==> config.mk <==
export PLATFORM = sky130hd
export DESIGN_NAME = pcx_req_buf
export DESIGN_NICKNAME = d
export VERILOG_FILES = /design/src/rtl/pcx_pkg.sv /design/src/rtl/pcx_req_fifo.sv /design/src/rtl/pcx_req_buf.sv
export SDC_FILE = /design/constraint.sdc
export NUM_CORES = 2
export LEC_CHECK = 0
export BUFFER_PORTS_ARGS = -buffer_cell sky130_fd_sc_hd__clkbuf_2
export CORE_MARGIN = 8
export CORE_UTILIZATION = 50
export DETAILED_ROUTE_END_ITERATION = 8
export PLACE_DENSITY = 0.69
export SETUP_SLACK_MARGIN = 0.3
export SYNTH_ARGS = -nofsm -noshare
export SYNTH_HDL_FRONTEND = slang
export SYNTH_HIERARCHICAL = 1
export SYNTH_SLANG_ARGS = --single-unit
export TNS_END_PERCENT = 100
==> constraint.sdc <==
create_clock -name gclk -period 15.3 [get_ports gclk]
set_input_delay 2.295 -clock gclk [delete_from_list [all_inputs] [get_ports gclk]]
set_output_delay 2.295 -clock gclk [all_outputs]
set_load 0.005 [all_outputs]
==> src/rtl/pcx_pkg.sv <==
`default_nettype none
// ============================================================================
// Module   : pcx_pkg
// Brief    : Shared types and constants for the PCX request buffer: data and
//            destination widths, destination one-hot codes, FIFO entry layout,
//            pairing-FSM state type and destination helper functions.
// Revision : 1.0 - initial release
// ============================================================================
package pcx_pkg;

  localparam int PCX_DATA_W = 124;
  localparam int PCX_DEST_W = 5;

  // Destination one-hot codes: four L2 banks, then the IO bridge on bit 4.
  localparam logic [PCX_DEST_W-1:0] PCX_DEST_L2B0 = 5'b00001;
  localparam logic [PCX_DEST_W-1:0] PCX_DEST_L2B1 = 5'b00010;
  localparam logic [PCX_DEST_W-1:0] PCX_DEST_L2B2 = 5'b00100;
  localparam logic [PCX_DEST_W-1:0] PCX_DEST_L2B3 = 5'b01000;
  localparam logic [PCX_DEST_W-1:0] PCX_DEST_IO   = 5'b10000;

  // One buffered packet: destination, atomic-first flag and the data beat.
  typedef struct packed {
    logic [PCX_DEST_W-1:0] dest;
    logic                  atom;
    logic [PCX_DATA_W-1:0] data;
  } pcx_entry_t;

  localparam int PCX_ENTRY_W = $bits(pcx_entry_t);  // 130

  // Atomic pairing tracker: IDLE, or waiting for the second half of a pair.
  typedef enum logic [0:0] {
    PAIR_IDLE  = 1'b0,
    PAIR_ATOM2 = 1'b1
  } pair_state_t;

  // Isolate the lowest set bit of a request vector (two's-complement trick).
  function automatic logic [PCX_DEST_W-1:0] pcx_lowest_dest(
    input logic [PCX_DEST_W-1:0] req
  );
    return req & (~req + PCX_DEST_W'(1));
  endfunction

  // True when more than one destination bit is set.
  function automatic logic pcx_multi_dest(input logic [PCX_DEST_W-1:0] req);
    return (req & (req - PCX_DEST_W'(1))) != '0;
  endfunction

endpackage : pcx_pkg
`default_nettype wire

==> src/rtl/pcx_req_fifo.sv <==
`default_nettype none
// ============================================================================
// Module   : pcx_req_fifo
// Brief    : Generic synchronous FIFO with push/pop, occupancy count and
//            full/empty flags. A push while full is ignored, a pop while
//            empty is ignored. Head data is read combinationally.
// Revision : 1.0 - initial release
// ============================================================================
module pcx_req_fifo #(
  parameter int WIDTH = 130,
  parameter int DEPTH = 16,   // power of two
  parameter int AW    = 4     // log2(DEPTH)
) (
  input  logic             clk,
  input  logic             rst,
  input  logic             i_push,
  input  logic [WIDTH-1:0] i_wdata,
  input  logic             i_pop,
  output logic [WIDTH-1:0] o_rdata,
  output logic [AW:0]      o_count,
  output logic             o_full,
  output logic             o_empty
);

  localparam logic [AW:0] c_depth = (AW+1)'(DEPTH);

  logic [WIDTH-1:0] r_mem [DEPTH];
  logic [AW-1:0]    r_wr_ptr;
  logic [AW-1:0]    r_rd_ptr;
  logic [AW:0]      r_count;

  logic             w_full;
  logic             w_empty;
  logic             w_push_ok;
  logic             w_pop_ok;

  assign w_full    = (r_count == c_depth);
  assign w_empty   = (r_count == '0);
  assign w_push_ok = i_push & ~w_full;
  assign w_pop_ok  = i_pop & ~w_empty;

  // Storage array: written on accepted pushes only, no reset needed.
  always_ff @(posedge clk) begin
    if (w_push_ok) begin
      r_mem[r_wr_ptr] <= i_wdata;
    end
  end

  // Pointers wrap naturally at DEPTH; count tracks push/pop balance.
  always_ff @(posedge clk) begin
    if (rst) begin
      r_wr_ptr <= '0;
      r_rd_ptr <= '0;
      r_count  <= '0;
    end else begin
      if (w_push_ok) begin
        r_wr_ptr <= r_wr_ptr + AW'(1);
      end
      if (w_pop_ok) begin
        r_rd_ptr <= r_rd_ptr + AW'(1);
      end
      case ({w_push_ok, w_pop_ok})
        2'b10:   r_count <= r_count + (AW+1)'(1);
        2'b01:   r_count <= r_count - (AW+1)'(1);
        default: r_count <= r_count;
      endcase
    end
  end

  assign o_rdata = r_mem[r_rd_ptr];
  assign o_count = r_count;
  assign o_full  = w_full;
  assign o_empty = w_empty;

endmodule : pcx_req_fifo
`default_nettype wire

==> src/rtl/pcx_req_buf.sv <==
`default_nettype none
// ============================================================================
// Module   : pcx_req_buf
// Brief    : Terminates the SPARC core PCX request interface. Captures the
//            PQ-stage request, pairs it with the PA-stage data beat, buffers
//            packets in a FIFO and presents them downstream with valid/ready.
//            Atomic pairs are held until both halves are buffered. A grant
//            pulse is returned to the core one cycle after each pop.
//            Optional statistics (pkt_count, hiwater) are enabled by defining
//            PCX_REQ_BUF_STATS_EN.
// Revision : 1.0 - initial release
// ============================================================================
module pcx_req_buf
  import pcx_pkg::*;
#(
  parameter int DEPTH = 16,   // power of two, >= 10 (5 dests x 2 outstanding)
  parameter int AW    = 4     // log2(DEPTH)
) (
  input  logic                  gclk,
  input  logic                  reset,
  input  logic [PCX_DEST_W-1:0] spc_pcx_req_pq,
  input  logic                  spc_pcx_atom_pq,
  input  logic [PCX_DATA_W-1:0] spc_pcx_data_pa,
  output logic [PCX_DEST_W-1:0] pcx_spc_grant_px,
  output logic                  out_valid,
  input  logic                  out_ready,
  output logic [PCX_DATA_W-1:0] out_data,
  output logic [PCX_DEST_W-1:0] out_dest,
  output logic                  out_atom,
  output logic [AW:0]           occupancy,
  output logic                  proto_err,
  output logic                  ovf_err
`ifdef PCX_REQ_BUF_STATS_EN
  ,
  output logic [31:0]           pkt_count,
  output logic [AW:0]           hiwater
`endif
);

  localparam logic [AW:0] c_pair_min = (AW+1)'(2);

  // PQ-stage request decode
  logic                  w_req_any;
  logic                  w_req_multi;
  logic [PCX_DEST_W-1:0] w_req_dest;

  // PA-stage capture register
  logic                  r_pa_valid;
  logic [PCX_DEST_W-1:0] r_pa_dest;
  logic                  r_pa_atom;

  // FIFO interface
  pcx_entry_t            w_push_entry;
  logic [PCX_ENTRY_W-1:0] w_rdata;
  pcx_entry_t            w_head;
  logic [AW:0]           w_count;
  logic                  w_full;
  logic                  w_empty;
  logic                  w_head_ok;
  logic                  w_pop;

  // Pairing FSM, sticky flags and grant
  pair_state_t           r_state;
  logic                  r_proto_err;
  logic                  r_ovf_err;
  logic [PCX_DEST_W-1:0] r_grant;

  assign w_req_any   = |spc_pcx_req_pq;
  assign w_req_multi = pcx_multi_dest(spc_pcx_req_pq);
  assign w_req_dest  = pcx_lowest_dest(spc_pcx_req_pq);

  // Register the request so it lines up with its data beat one cycle later.
  always_ff @(posedge gclk) begin
    if (reset) begin
      r_pa_valid <= 1'b0;
      r_pa_dest  <= '0;
      r_pa_atom  <= 1'b0;
    end else begin
      r_pa_valid <= w_req_any;
      r_pa_dest  <= w_req_dest;
      r_pa_atom  <= spc_pcx_atom_pq & w_req_any;
    end
  end

  assign w_push_entry.dest = r_pa_dest;
  assign w_push_entry.atom = r_pa_atom;
  assign w_push_entry.data = spc_pcx_data_pa;

  pcx_req_fifo #(
    .WIDTH (PCX_ENTRY_W),
    .DEPTH (DEPTH),
    .AW    (AW)
  ) u_fifo (
    .clk     (gclk),
    .rst     (reset),
    .i_push  (r_pa_valid),
    .i_wdata (w_push_entry),
    .i_pop   (w_pop),
    .o_rdata (w_rdata),
    .o_count (w_count),
    .o_full  (w_full),
    .o_empty (w_empty)
  );

  assign w_head = w_rdata;

  // An atomic head waits for its partner so both halves leave back to back.
  assign w_head_ok = ~w_empty & (~w_head.atom | (w_count >= c_pair_min));
  assign w_pop     = w_head_ok & out_ready;

  assign out_valid = w_head_ok;
  assign out_data  = w_head_ok ? w_head.data : '0;
  assign out_dest  = w_head_ok ? w_head.dest : '0;
  assign out_atom  = w_head_ok ? w_head.atom : 1'b0;
  assign occupancy = w_count;

  // Pairing FSM: checks that an atomic first half is followed immediately by
  // a non-atomic second half; also flags multi-destination requests.
  always_ff @(posedge gclk) begin
    if (reset) begin
      r_state     <= PAIR_IDLE;
      r_proto_err <= 1'b0;
    end else begin
      if (w_req_multi) begin
        r_proto_err <= 1'b1;
      end
      case (r_state)
        PAIR_IDLE: begin
          if (w_req_any && spc_pcx_atom_pq) begin
            r_state <= PAIR_ATOM2;
          end
        end
        PAIR_ATOM2: begin
          if (!w_req_any || spc_pcx_atom_pq) begin
            r_proto_err <= 1'b1;
          end
          r_state <= PAIR_IDLE;
        end
        default: r_state <= PAIR_IDLE;
      endcase
    end
  end

  // Overflow is sticky; the dropped push itself is refused inside the FIFO.
  always_ff @(posedge gclk) begin
    if (reset) begin
      r_ovf_err <= 1'b0;
    end else if (r_pa_valid && w_full) begin
      r_ovf_err <= 1'b1;
    end
  end

  // Grant pulse on the popped packet's destination, one cycle after the pop.
  always_ff @(posedge gclk) begin
    if (reset) begin
      r_grant <= '0;
    end else begin
      r_grant <= w_pop ? w_head.dest : '0;
    end
  end

  assign pcx_spc_grant_px = r_grant;
  assign proto_err        = r_proto_err;
  assign ovf_err          = r_ovf_err;

`ifdef PCX_REQ_BUF_STATS_EN
  logic [31:0] r_pkt_count;
  logic [AW:0] r_hiwater;

  // Saturating pop counter and occupancy high-water mark.
  always_ff @(posedge gclk) begin
    if (reset) begin
      r_pkt_count <= '0;
      r_hiwater   <= '0;
    end else begin
      if (w_pop && (r_pkt_count != 32'hFFFF_FFFF)) begin
        r_pkt_count <= r_pkt_count + 32'd1;
      end
      if (w_count > r_hiwater) begin
        r_hiwater <= w_count;
      end
    end
  end

  assign pkt_count = r_pkt_count;
  assign hiwater   = r_hiwater;
`endif

endmodule : pcx_req_buf
`default_nettype wire

======== After elaboration in Yosys (flattened, before gate mapping) ========
Memory sizes are Yosys's and may differ from the RTL's. A register that Yosys moved wholly into a read port is not among the register bits.
Cells that the tools add are included.
storage, ports and cells
  register bits after elaboration ......... 28
  memories ................................ 1
  word-level logic and storage cells ...... 57
  bits of input ports ..................... 133
  RAM bits ................................ 2,080
operators by class
  bitwise logic cells ..................... 14
  mux-type cells .......................... 13
  eq/ne operators ......................... 3
  order comparisons ....................... 1
  reduce and logical (&&, ||, !) cells .... 9
  add/sub/neg operators ................... 6
memory list
  name          words  width  read ports  clocked after memory_dff  wr ports  RTL line            text
  u_fifo.r_mem  16     130    1           1                         1         pcx_req_fifo.sv:27  logic [WIDTH-1:0] r_mem [DEPTH];
operators by type and width
  cell                                                               count
  two-way mux 124 bit                                                1
  adder 5 x 1 -> 5 bit, second input constant                        2
  AND 5 bit                                                          2
  one-hot mux 5 bit (2 select lines)                                 1
  subtractor 5 x 1 -> 5 bit, second input constant                   2
  adder 4 x 1 -> 4 bit, second input constant                        2
  two-way mux 4 bit                                                  2
  two-way mux 1 bit                                                  7
  AND 1 bit                                                          5
  equality test 5 bit, second input constant                         1
  greater-or-equal comparator 5 x 2 -> 1 bit, second input constant  1
  logical NOT 5 bit                                                  1
  two-way mux 5 bit                                                  1
  NOT 1 bit                                                          5
  NOT 5 bit                                                          1
  nonzero test 5 bit                                                 1
  OR reduction 5 bit                                                 1
  equality test 2 x 1 -> 1 bit, second input constant                1
  equality test 2 bit, second input constant                         1
  logical AND 1 bit                                                  2
  one-hot mux 1 bit (2 select lines)                                 1
  nonzero test 2 bit                                                 1
  OR reduction 2 bit                                                 1
  logical NOT 1 bit                                                  1
  2 further kinds                                                    2

======== Depth between registers and ports, before layout ========
  depth in word-level cells ............... 7
  depth in mapped cells ................... 20
  gate-level depth less buffers ........... 14

======== Cells and area by module ========
The synthesis kept the hierarchy.
modules (own cells, without submodules)
  module        area an instance (um^2)  seq. area each (um^2)  cells an instance  instances
  pcx_req_fifo  79,324.8                 62,800.2               3,229              1
  pcx_req_buf   1,786.7                  300.3                  188                1

======== Least setup slack after synthesis ========
OpenSTA, ideal clock, no wires.
  path type ............................... register to register
  start ................................... reg u_fifo.r_count[2], in the netlist u_fifo/o_count[2]
  end ..................................... mem u_fifo.r_mem[3][0], enable pin
  stages on the path, launching flop included .. 6
  period minus slack after synthesis ...... 10.879 ns
  setup time .............................. 0.778 ns
  path slack .............................. 4.421 ns
  data arrival time ....................... 10.101 ns
  cells stage by stage .................... dfxtp_1 buf_2 nor4_1 a21boi_1 nand2_1 nor3_1
on the way
  cells in the longest elaborated chain, start to end .. 5
ends and longest elaborated chain
  what                                     RTL line            text
  start, declared                          pcx_req_fifo.sv:30  logic [AW:0] r_count;
  start signal, assigned                   pcx_req_fifo.sv:63  2'b10: r_count <= r_count + (AW+1)'(1);
  start signal, assigned                   pcx_req_fifo.sv:64  2'b01: r_count <= r_count - (AW+1)'(1);
  start signal, assigned                   pcx_req_fifo.sv:65  default: r_count <= r_count;
  equality test 5 bit                      pcx_req_fifo.sv:37  assign w_full = (r_count == c_depth);
  NOT 1 bit                                pcx_req_fifo.sv:39  assign w_push_ok = i_push & ~w_full;
  AND 1 bit                                pcx_req_fifo.sv:39
  two-way mux 1 bit                        pcx_req_fifo.sv:44  if (w_push_ok) begin
  two-way mux 1 bit (implied by the code)  pcx_req_fifo.sv:45  r_mem[r_wr_ptr] <= i_wdata;
  end, declared                            pcx_req_fifo.sv:27
Every way passes these cells.

==> metrics.txt <==
Lkg Pwr=28.18 nW; largest family of logic cells by synthesized area=multiplexers; FF+latch count, synth=approximately 2,100; Boundary Pins=between 200 and 300; Sink Count=roughly 2,100; share of cells above drive strength 1=around a third; max_cap viols=0; Mapped Area=roughly 80,000 um2; top_reg_cell synth=edfxtp_1; post-layout util=a little under three fifths; clock transition at the registers of the reported paths=around 0.060 ns; Syn Nets=around 3,600; Max Fclk=between 100 and 150 MHz; CTS Buf Count=slightly above 200; Worst-Margin Slew=1.310 ns; Routed wire per std cell=28.98 um; complex-gate fraction of the synthesized area=approximately 1.2%; hold path start=u_fifo/r_rd_ptr[3]; Worst-Skew Late Latency=roughly 0.8 ns; count leader, synth=edfxtp_1; total negative slack=0 ns; initial antenna violation count=25; CTS tree=built; register area share after synthesis=77.79%; Worst Hold Path EP=u_fifo/r_rd_ptr[3]; GP Congestion=0.7261; Synth area leaders=edfxtp_1, mux4_2, and2_4; CTS Hold Bufs=0; Worst EP required=~13 ns; worst hold path class=reg2reg; Initial Util=about half; Cell variety after synth=49; CP max FO=between 40 and 50; Layout area overhead=12.81%; FFs w/ async S/R, synth=0%; Post-layout nets=about 3,900; crit path DAT=6.45 ns; vias=36,652; DRC viols=0; most frequent cells after synthesis=edfxtp_1, mux4_2, and2_4; clk_skew=a little over 0.03 ns; Post-Synthesis Cells=~3,400; Global Route Usage Sum=20.10%; adder-cell area share of the yosys netlist=0.1357%; Post-Layout Cell Count=approximately 6,100; core footprint=between 150,000 and 200,000 um2; critical path class=reg2out; grt ovf=0; Setup violations, final=0; RSZ-0062 raised after global routing=no; width of the chip=around 420 um; height of the die=about 420 um; first drt pass iteration count=5; number of flops mapped to enable cells by yosys=between 2,000 and 2,500; die area=about 180,000 um2; clock buffer depth=3; number of synthesis warnings=6; R2R depth=17; reg2reg setup slack=8.66 ns; ANT nets after route=0; Period Utilization, post-route=a little under three fifths; post-detail-place hpwl=just under 90 mm; # placed instances=roughly 5,800; share of the synthesized area in the top cell type=about 77%; Yosys top cell by area=edfxtp_1; drt total wl=roughly 180 mm; drt initial violations=between 3,000 and 4,000; Tmin final=8.747 ns; Vias/cell=5.970; fin. max-slew vios=0; first-pass GRT wire length=between 200 and 300 mm; Worst VDD drop=103.0 uV; worst relative slew slack=between 10% and 20%; Synth Area in XOR/XNOR=less than 1%; capturing element type of the critical path=output port; post-synthesis mux area share=between 15 and 20%; RR Endpoint=u_fifo/o_count[4]; Root Buffer=clkbuf_16; power per cell area=135.6 nW/um2; Core Rows=approximately 150; post-CTS sizing=0; Synth Area in Simple Gates=2.400%; pin count of the biggest net entering global routing=around 160; outcome=finished, final reports clean; H-tree Lvls=4; syn_area_per_cell=about 24 um2; I/O Buffers=around 280; Setup crit start kind=flop; Hold Fails Final Rpt=0; final hold slack=around 0.51 ns; Post-CTS Setup Bufs=0; Hold Crit Depth=2; vias in the first global route=around 38,000
-- worst max path at each step --
| stage | endpoint | depth (start not counted) |
|---|---|---|
| 2_1_floorplan | u_fifo/r_mem[3][0] | 5 |
| 3_3_place_gp | out_data[39] | 10 |
| 3_5_place_dp | out_data[39] | 10 |
| 4_1_cts | out_data[34] | 10 |
| 5_1_grt | out_data[39] | 10 |
| 6_report | out_data[39] | 10 |
-- registers in the layout, indices dropped and copies added, names as in the netlist, named ones only --
| register | cells |
|---|---|
| u_fifo/r_mem | 2080 |
| pcx_spc_grant_px | 5 |
| r_pa_dest | 5 |
| u_fifo/o_count | 5 |
| u_fifo/r_rd_ptr | 4 |
| u_fifo/r_wr_ptr | 4 |
| ovf_err | 1 |
| proto_err | 1 |
| r_pa_atom | 1 |
| r_pa_valid | 1 |
| r_state | 1 |
-- report_power, final --
part | total (mW) | switching [mW] | leakage (nW) | internal (mW)
registers | 6.47 | 0.0349 | 19.1 | 6.44
clock network | 4.87 | 2.10 | 3.18 | 2.77
logic | 1.06 | 0.534 | 5.91 | 0.527
-- placed cells by master, fill, tap and decap left out, drive strengths merged, types with 9 or more instances in the layout --
| cell | count |
|---|---|
| a21oi | 75 |
| mux2i | 71 |
| a211oi | 70 |
| clkbuf | 541 |
| dfxtp | 32 |
| nor2 | 34 |
| and2 | 134 |
| diode | 9 |
| clkinv | 93 |
| mux4 | 581 |
| bufinv | 14 |
| nor2b | 70 |
| edfxtp | 2080 |
| buf | 75 |
-- layer usage --
layer  global-route usage, %  vias to the layer above  wire length [um]
met5                       0                        -                95
met4                   4.761                       14              3250
met3                   3.700                      223             10470
met2                   34.68                     1157             92140
met1                   26.85                    19995             71940
li1                        -                    15263                 -
-- cell type report --
cell class / instances / area (um2)
antenna: 9 / 22.52
inverter: 4 / 15.01
multi-input combinational: 1109 / 17050
tap: 2175 / 2721
fill: 11824 / 70340
clock buffer: 266 / 5485
sequential: 2112 / 63120
clock inverter: 114 / 1066
timing repair buffer: 350 / 2027
-- per-stage QoR --
step / setup slack, ns / cell area, um2 / power [mW]
floorplan: 4.421 / 81110 / 7.374
global placement: 7.133 / 84930 / 7.675
detailed placement: 7.132 / 84930 / 7.688
CTS: 6.212 / 91480 / 12.54
global route: 5.872 / 91490 / 12.82
finish: 6.553 / 91500 / 12.41
-- critical path: stages, from the launching register on --
cell      delay [ns]
dfxtp_4         0.91
buf_4           0.69
buf_4           0.81
buf_4           0.79
buf_4           0.79
mux4_2          0.58
nor2b_1         0.14
a211oi_1        0.25
a21oi_1         0.14
and2_4          0.23
clkbuf_2        0.11
-- kinds of logic (layout without fill, tap and decap cells) --
family                     after synthesis  in the layout
xor gates and xnor gates                 9              9
buffers and inverters                  196            734
AOI/OAI and AO/OA                      158            158
other                                    0              9
and+or+nand+nor                        281            281
DFF                                   2112           2112
muxes                                  652            652
adders and majority gates                9              9
(Power assumes the default switching activity.)
